## src/rtl/uart_tx_feeder.sv

```systemverilog
// Byte FIFO plus launch sequencer in front of a UART byte transmitter.
// Optional sticky overflow flag enabled by defining UART_FEEDER_OVF_EN.
module uart_tx_feeder #(
    parameter int DEPTH_LOG2 = 4,
    parameter int GAP_CYCLES = 2
) (
    input  logic                  i_clk,
    input  logic                  i_rst_n,
    input  logic [7:0]            i_wr_data,
    input  logic                  i_wr_en,
    output logic                  o_full,
    output logic [DEPTH_LOG2:0]   o_fifo_cnt,
    output logic                  o_overflow,
    input  logic                  i_ovf_clr,
    output logic [7:0]            o_data_byte,
    output logic                  o_send_en,
    input  logic                  i_tx_done,
    input  logic                  i_uart_state,
    output logic                  o_busy
);

    localparam int DEPTH = 1 << DEPTH_LOG2;
    // Only meaningful when GAP_CYCLES > 0; the GAP state is unreachable otherwise.
    localparam logic [7:0] GAP_LAST = 8'(GAP_CYCLES - 1);

    typedef enum logic [1:0] {
        S_IDLE,
        S_LAUNCH,
        S_WAIT,
        S_GAP
    } state_t;

    state_t                r_state;
    state_t                w_state_next;
    logic [7:0]            r_mem [DEPTH];
    logic [DEPTH_LOG2-1:0] r_wr_ptr;
    logic [DEPTH_LOG2-1:0] r_rd_ptr;
    logic [DEPTH_LOG2:0]   r_cnt;
    logic [7:0]            r_gap_cnt;
    logic [7:0]            r_data_byte;
    logic                  r_send_en;
    logic                  w_full;
    logic                  w_wr_acc;
    logic                  w_pop;
    logic                  w_load;

    assign w_full   = r_cnt[DEPTH_LOG2];
    assign w_wr_acc = i_wr_en & ~w_full;
    assign w_pop    = (r_state == S_LAUNCH);

    always_ff @(posedge i_clk) begin
        if (w_wr_acc) begin
            r_mem[r_wr_ptr] <= i_wr_data;
        end
    end

    always_ff @(posedge i_clk or negedge i_rst_n) begin
        if (!i_rst_n) begin
            r_wr_ptr <= '0;
            r_rd_ptr <= '0;
            r_cnt    <= '0;
        end else begin
            if (w_wr_acc) begin
                r_wr_ptr <= r_wr_ptr + 1'b1;
            end
            if (w_pop) begin
                r_rd_ptr <= r_rd_ptr + 1'b1;
            end
            case ({w_wr_acc, w_pop})
                2'b10:   r_cnt <= r_cnt + 1'b1;
                2'b01:   r_cnt <= r_cnt - 1'b1;
                default: r_cnt <= r_cnt;
            endcase
        end
    end

    always_comb begin
        w_state_next = r_state;
        w_load       = 1'b0;
        unique case (r_state)
            S_IDLE: begin
                if ((r_cnt != '0) && !i_uart_state) begin
                    w_state_next = S_LAUNCH;
                    w_load       = 1'b1;
                end
            end
            S_LAUNCH: w_state_next = S_WAIT;
            S_WAIT: begin
                if (i_tx_done) begin
                    w_state_next = (GAP_CYCLES == 0) ? S_IDLE : S_GAP;
                end
            end
            S_GAP: begin
                if (r_gap_cnt == GAP_LAST) begin
                    w_state_next = S_IDLE;
                end
            end
            default: w_state_next = S_IDLE;
        endcase
    end

    // Byte and strobe are loaded on the edge entering LAUNCH so they are
    // visible during the LAUNCH cycle itself; the head is popped at its end.
    always_ff @(posedge i_clk or negedge i_rst_n) begin
        if (!i_rst_n) begin
            r_state     <= S_IDLE;
            r_gap_cnt   <= '0;
            r_data_byte <= 8'h00;
            r_send_en   <= 1'b0;
        end else begin
            r_state   <= w_state_next;
            r_send_en <= w_load;
            if (w_load) begin
                r_data_byte <= r_mem[r_rd_ptr];
            end
            if ((r_state == S_GAP) && (r_gap_cnt != GAP_LAST)) begin
                r_gap_cnt <= r_gap_cnt + 1'b1;
            end else begin
                r_gap_cnt <= '0;
            end
        end
    end

`ifdef UART_FEEDER_OVF_EN
    logic r_overflow;

    // A drop in the same cycle as a clear leaves the flag set.
    always_ff @(posedge i_clk or negedge i_rst_n) begin
        if (!i_rst_n) begin
            r_overflow <= 1'b0;
        end else if (i_wr_en && w_full) begin
            r_overflow <= 1'b1;
        end else if (i_ovf_clr) begin
            r_overflow <= 1'b0;
        end
    end

    assign o_overflow = r_overflow;
`else
    logic w_unused_ovf_clr;
    assign w_unused_ovf_clr = i_ovf_clr;
    assign o_overflow       = 1'b0;
`endif

    assign o_full      = w_full;
    assign o_fifo_cnt  = r_cnt;
    assign o_data_byte = r_data_byte;
    assign o_send_en   = r_send_en;
    assign o_busy      = (r_state != S_IDLE) || (r_cnt != '0);

endmodule

```

## config.mk

```make
export PLATFORM = sky130hd
export DESIGN_NAME = uart_tx_feeder
export DESIGN_NICKNAME = d
export VERILOG_FILES = /design/src/rtl/uart_tx_feeder.sv
export SDC_FILE = /design/constraint.sdc
export NUM_CORES = 1
export LEC_CHECK = 0
export CAP_MARGIN = 15
export CORE_ASPECT_RATIO = 1.2
export CORE_MARGIN = 4
export CORE_UTILIZATION = 30
export CTS_CLUSTER_SIZE = 40
export DETAILED_ROUTE_END_ITERATION = 6
export GPL_TIMING_DRIVEN = 0
export PLACE_DENSITY_LB_ADDON = 0.05
export SLEW_MARGIN = 20
export SYNTH_ARGS = -nofsm -noshare
export SYNTH_HDL_FRONTEND = slang
export SYNTH_SLANG_ARGS = --single-unit
```

## constraint.sdc

```tcl
create_clock -name i_clk -period 3.8 [get_ports i_clk]
set_input_delay 0.57 -clock i_clk [delete_from_list [all_inputs] [get_ports i_clk]]
set_output_delay 0.57 -clock i_clk [all_outputs]
set_load 0.05 [all_outputs]
```

Yosys cells after proc, flatten, opt, wreduce, memory -nomap -nowiden
Memories as Yosys holds them, arrays and structs flattened. A register that Yosys moved wholly into a read port is not among the register bits.
Index checks and enable logic that the tools add are counted.
Cells by class
  eq/ne operators: 10
  bitwise logic cells: 2
  $add $sub $neg: 5
  reductions and logical operators: 10
  multiplexer cells: 10
Operator list (count)
  one-hot mux 5 bit (2 select lines): 1
  adder 4 x 1 -> 4 bit (second input constant): 2
  adder 8 x 1 -> 8 bit (second input constant): 1
  equality test 8 x 1 -> 1 bit (second input constant): 1
  2-to-1 mux 8 bit: 1
  != test 8 x 1 -> 1 bit (second input constant): 1
  one-hot mux 2 bit (4 select lines): 1
  equality test 2 bit (second input constant): 3
  2-to-1 mux 2 bit: 3
  != test 2 bit (second input constant): 3
  adder 5 x 1 -> 5 bit (second input constant): 1
  nonzero test 5 bit: 1
  subtractor 5 x 1 -> 5 bit (second input constant): 1
  equality test 2 x 1 -> 1 bit (second input constant): 2
  2-to-1 mux 1 bit: 4
  nonzero test 2 bit: 2
  AND reduction 3 bit: 1
  logical AND 1 bit: 2
  logical NOT 1 bit: 2
  logical NOT 2 bit: 1
  bitwise AND 1 bit: 1
  logical OR 1 bit: 1
  inverter 1 bit: 1
Storage, ports and cells
  bits in writable memories: 128
  output and inout port bits: 17
  word-level logic and storage cells: 44
  bits in registers: 24
  bits of input ports: 14
  memories kept: 1
Memories
  r_mem: words 16, bits a word 8, rd ports 1, clocked after Yosys merged registers in 1, write ports 1, line 35  | logic [7:0] r_mem [DEPTH];

Longest topological paths before layout
  depth after elaboration: 4
  mapped depth: 11
  mapped depth without buffers: 9

Least setup slack after synthesis
OpenSTA, ideal clock, no wires.
  kind: register to register
  start point: register r_cnt[4], in the netlist o_fifo_cnt[4]
  end point: register r_cnt[4], in the netlist o_fifo_cnt[4]
  arrival time: 2756 ps
  stages on the path, launching flop included: 12
  setup slack: 940 ps
  clock period less this slack: 2860 ps
  buffers on the path: 2
  cells stage by stage: dfrtp_1 -> nor2b_1 -> buf_2 -> inv_2 -> ha_1 -> clkbuf_1 -> xor2_1 -> ha_1 -> a31oi_1 -> nor4_1 -> or4_1 -> o311ai_1
Between the ends
  longest elaborated chain between the ends: 4
Ends and longest elaborated chain
  start, declared: line 38  | logic [DEPTH_LOG2:0] r_cnt;
  start signal, assigned: line 70  | 2'b10: r_cnt <= r_cnt + 1'b1;
  start signal, assigned: line 71  | 2'b01: r_cnt <= r_cnt - 1'b1;
  start signal, assigned: line 72  | default: r_cnt <= r_cnt;
  branches (longest 4 deep; another with subtractor 5 x 1 -> 5 bit)
Parallel ways; which one is timed is not known.
A chain may end at the register's enable or synchronous reset.

Worst setup path in the final report
  start point: input i_wr_en
  end point: register r_cnt[4], in the netlist o_fifo_cnt[4]
Between the ends
  longest elaborated chain between the ends: 3
Ends and longest elaborated chain
  start, declared: line 10  | input logic i_wr_en,
  bitwise AND 1 bit *: line 48  | assign w_wr_acc = i_wr_en & ~w_full;
  equality test 2 x 1 -> 1 bit / equality test 2 bit (equally long branches): line 69  | case ({w_wr_acc, w_pop})
  one-hot mux 5 bit (2 select lines) / nonzero test 2 bit (equally long branches)
Every way passes the cells marked *; elsewhere a longest branch is shown, timed or not.

==> summary.md <==
| Metric | Value |
|---|---|
| # IOs | `31` |
| Placed cell areas | `7229 µm²` |
| Final cell area excluding filler cells | `roughly 7800 µm²` |
| Fin crit share | `around four fifths` |
| First-pass GRT wire length | `between 20 and 25 mm` |
| IO Port Bufs | `28` |
| Setup TNS Final | `0 ns` |
| Post-synthesis average cell area | `17.71 µm²` |
| Register area | `4644 µm²` |
| Maximum clock frequency | `0.3230 GHz` |
| Hold Path Class | `in2async` |
| Mapped Nets | `approximately 400` |
| Top-area cell type share of the netlist area | `58.65%` |
| Core area | `around 21,000 µm²` |
| Postcts setup bufs | `0` |
| Top cells by count, synth | `edfxtp_1, dfrtp_1, mux4_2` |
| Vias per cell | `between 4 and 5` |
| CP Buf/Inv Count | `4` |
| Grt ovf | `0` |
| Yosys warnings | `0` |
| Seq/Total Area, Yosys | `approximately 70%` |
| Placer congestion estimate | `0.7334` |
| CTS Root Buffer Type | `clkbuf_16` |
| Hold-fix buffer count after cts | `0` |
| Worst vdd ir | `roughly 0.00040 V` |
| Area Growth Syn to Fin | `19.38%` |
| Die Area | `between 20,000 and 25,000 µm²` |
| P per Cell Area | `789.8 nW/µm²` |
| RSZ-0062 raised after global routing | `no` |
| Largest net degree at the start of global routing | `20` |
| Netlist cell types | `44` |
| Synth area leaders | `edfxtp_1, dfrtp_1, mux4_2` |
| MaxCap Viol Count | `0` |
| Synthesized area | `6554 µm²` |
| H-Tree Depth | `4` |
| Rel. slew slack | `39.24%` |
| Critical path launch point type | `input port` |
| WL/cell | `21.23 µm` |
| CP Capture Type | `register` |
| Max Root-Sink Buffers | `2` |
| Most used DFF post-synth | `edfxtp_1` |
| Iter 0 DRT Violations | `167` |
| Run status | `complete, no violations` |
| Clock Skews | `roughly 0.014 ns` |
| Post-synth EDFFs | `128` |
| Critical path's top delay family | `buffers and inverters` |
| GRT Util Overall | `12.88%` |
| CP arrival | `3.41 ns` |
| Antenna Nets Post-Route | `0` |
| Layout net count | `449` |
| Placed wire-length estimate | `9.843 mm` |
| Layout cells sized above 1 | `~22%` |
| Placed cell count | `~670` |
| Period minus WS final | `~3.1 ns` |
| Slew @ Worst Pin | `0.9081 ns` |
| Crit path top cell by count | `ha_1` |
| Area of the multi-input gates | `1803 µm²` |
| Top-count cell post-synth | `edfxtp_1` |
| CTS Buf Count | `17` |
| Post-synth ARST share | `20.00%` |
| Critical Path RT | `4.12 ns` |
| Final setup viols | `0` |
| Final hold violations | `0` |
| Final wirelength | `14.93 mm` |
| CTS tree | `yes` |
| Vias in the first global route | `3,459` |
| Final Max Slew Viols | `0` |
| CP max stage delay | `0.52 ns` |
| Cell taking the most area after synthesis | `edfxtp_1` |
| Slowest CP cell | `or4_1` |
| Leak | `0.002661 µW` |
| Via count | `roughly 3,400` |
| Fillers | `about 2,000` |
| Worst setup path class | `in2reg` |
| Post-synthesis cell count | `between 300 and 400` |
| # diodes | `0` |
| Final Instance Count excl. Fillers | `about 700` |
| Initial Utilization | `30.82%` |
| Clock sink count | `160` |
| Row cnt | `a little under 60` |
| DR pass1 iterations | `6` |
| CTS clk-pin slew, worst paths | `around 0.070 ns` |
| DRC | `0` |
| CP max FO | `10` |
| CP Cell Sequence | `clkdlybuf4s50_1 > nor2b_1 > buf_2 > inv_2 > ha_1 > clkbuf_1 > xor2_1 > ha_1 > a31oi_1 > nor4_1 > or4_1 > o311ai_1` |
| Post_cts resized | `0` |
| Clock latency on the worst-skew pair | `0.43 ns` |
| Chip height | `~170 µm` |
| Die width | `142.9 µm` |
| Yosys reg bits | `160` |
| Initial antenna violation count | `0` |
-- placed cells by master (no fill, tap or decap), drive strengths merged, types with 5 or more instances in the layout --
cell type	count
o22ai	16
a21oi	8
mux4	32
xnor2	7
mux2	11
ha	15
inv	18
xor2	11
clkdlybuf4s50	27
clkbuf	28
nor2	24
buf	14
edfxtp	128
nand2	13
nor3	6
nand2b	5
dfrtp	32
nand3	5
-- power by group --
group          switching [µW]  total, µW  internal [µW]
clock                     782       1720            942
sequential                163       2310           2140
combinational            1260       2150            886
total                    2210       6180           3970
-- cells by family after synthesis --
group                    synth area share, %
AO/OA/AOI/OAI                          4.086
XOR/XNOR                               2.405
adder cells (fa/ha/maj)                2.864
buffers and inverters                  1.928
flip-flops                             70.87
multiplexers                           12.89
other                                0.05722
AND/OR/NAND/NOR                        4.907
-- layout make-up --
type                            instances  area share [%]
Multi-Input combinational cell        181           23.04
Sequential cell                       160           59.36
Tap cell                              270           4.318
Clock inverter                         15           2.159
Inverter                                8          0.3838
Timing Repair Buffer                   31           4.062
Clock buffer                           17           5.437
Buffer                                 21           1.231
-- flip-flops by register name (all words and copies together) (netlist names) --
name         count
r_wr_ptr         4
r_state          2
r_rd_ptr         4
o_data_byte      8
o_fifo_cnt       5
r_mem          128
o_send_en        1
r_gap_cnt        8
-- path summary, 6_finish.rpt --
check	start	to	slack [ns]	depth (start not counted)
worst min-delay path	i_rst_n	o_fifo_cnt[3]$_DFFE_PN0P_	0.08	1
worst max-delay path	i_wr_en	o_fifo_cnt[4]$_DFFE_PN0P_	0.70	12
min in group i_clk	r_gap_cnt[0]$_DFF_PN0_	r_gap_cnt[0]$_DFF_PN0_	0.53	1
max in group asynchronous	i_rst_n	r_wr_ptr[3]$_DFFE_PN0P_	3.26	2
worst max register to register	o_fifo_cnt[4]$_DFFE_PN0P_	o_fifo_cnt[4]$_DFFE_PN0P_	0.83	11
worst min register to register	r_gap_cnt[0]$_DFF_PN0_	r_gap_cnt[0]$_DFF_PN0_	0.53	1
-- per-stage QoR --
step                hold WS (ns)  total power (µW)  util, %  setup WS (ns)
global placement          0.5262              4525    33.73         0.2944
global route             0.08828              6552    36.80         0.5007
floorplan                 0.2744              3823        -         0.9397
finish                   0.08286              6180    36.80         0.7041
CTS                      0.08013              6297    36.80         0.7300
detailed placement        0.5327              4548    34.00         0.2910
-- routing by layer --
metal,up-vias,GRT usage [%],wire length [µm]
met5,-,0,0
met4,0,3.597,144
met3,9,2.867,556
met2,56,20.83,7412
met1,1776,17.56,6813
li1,1548,-,-
No activity file was read; power rests on OpenSTA's default activity.
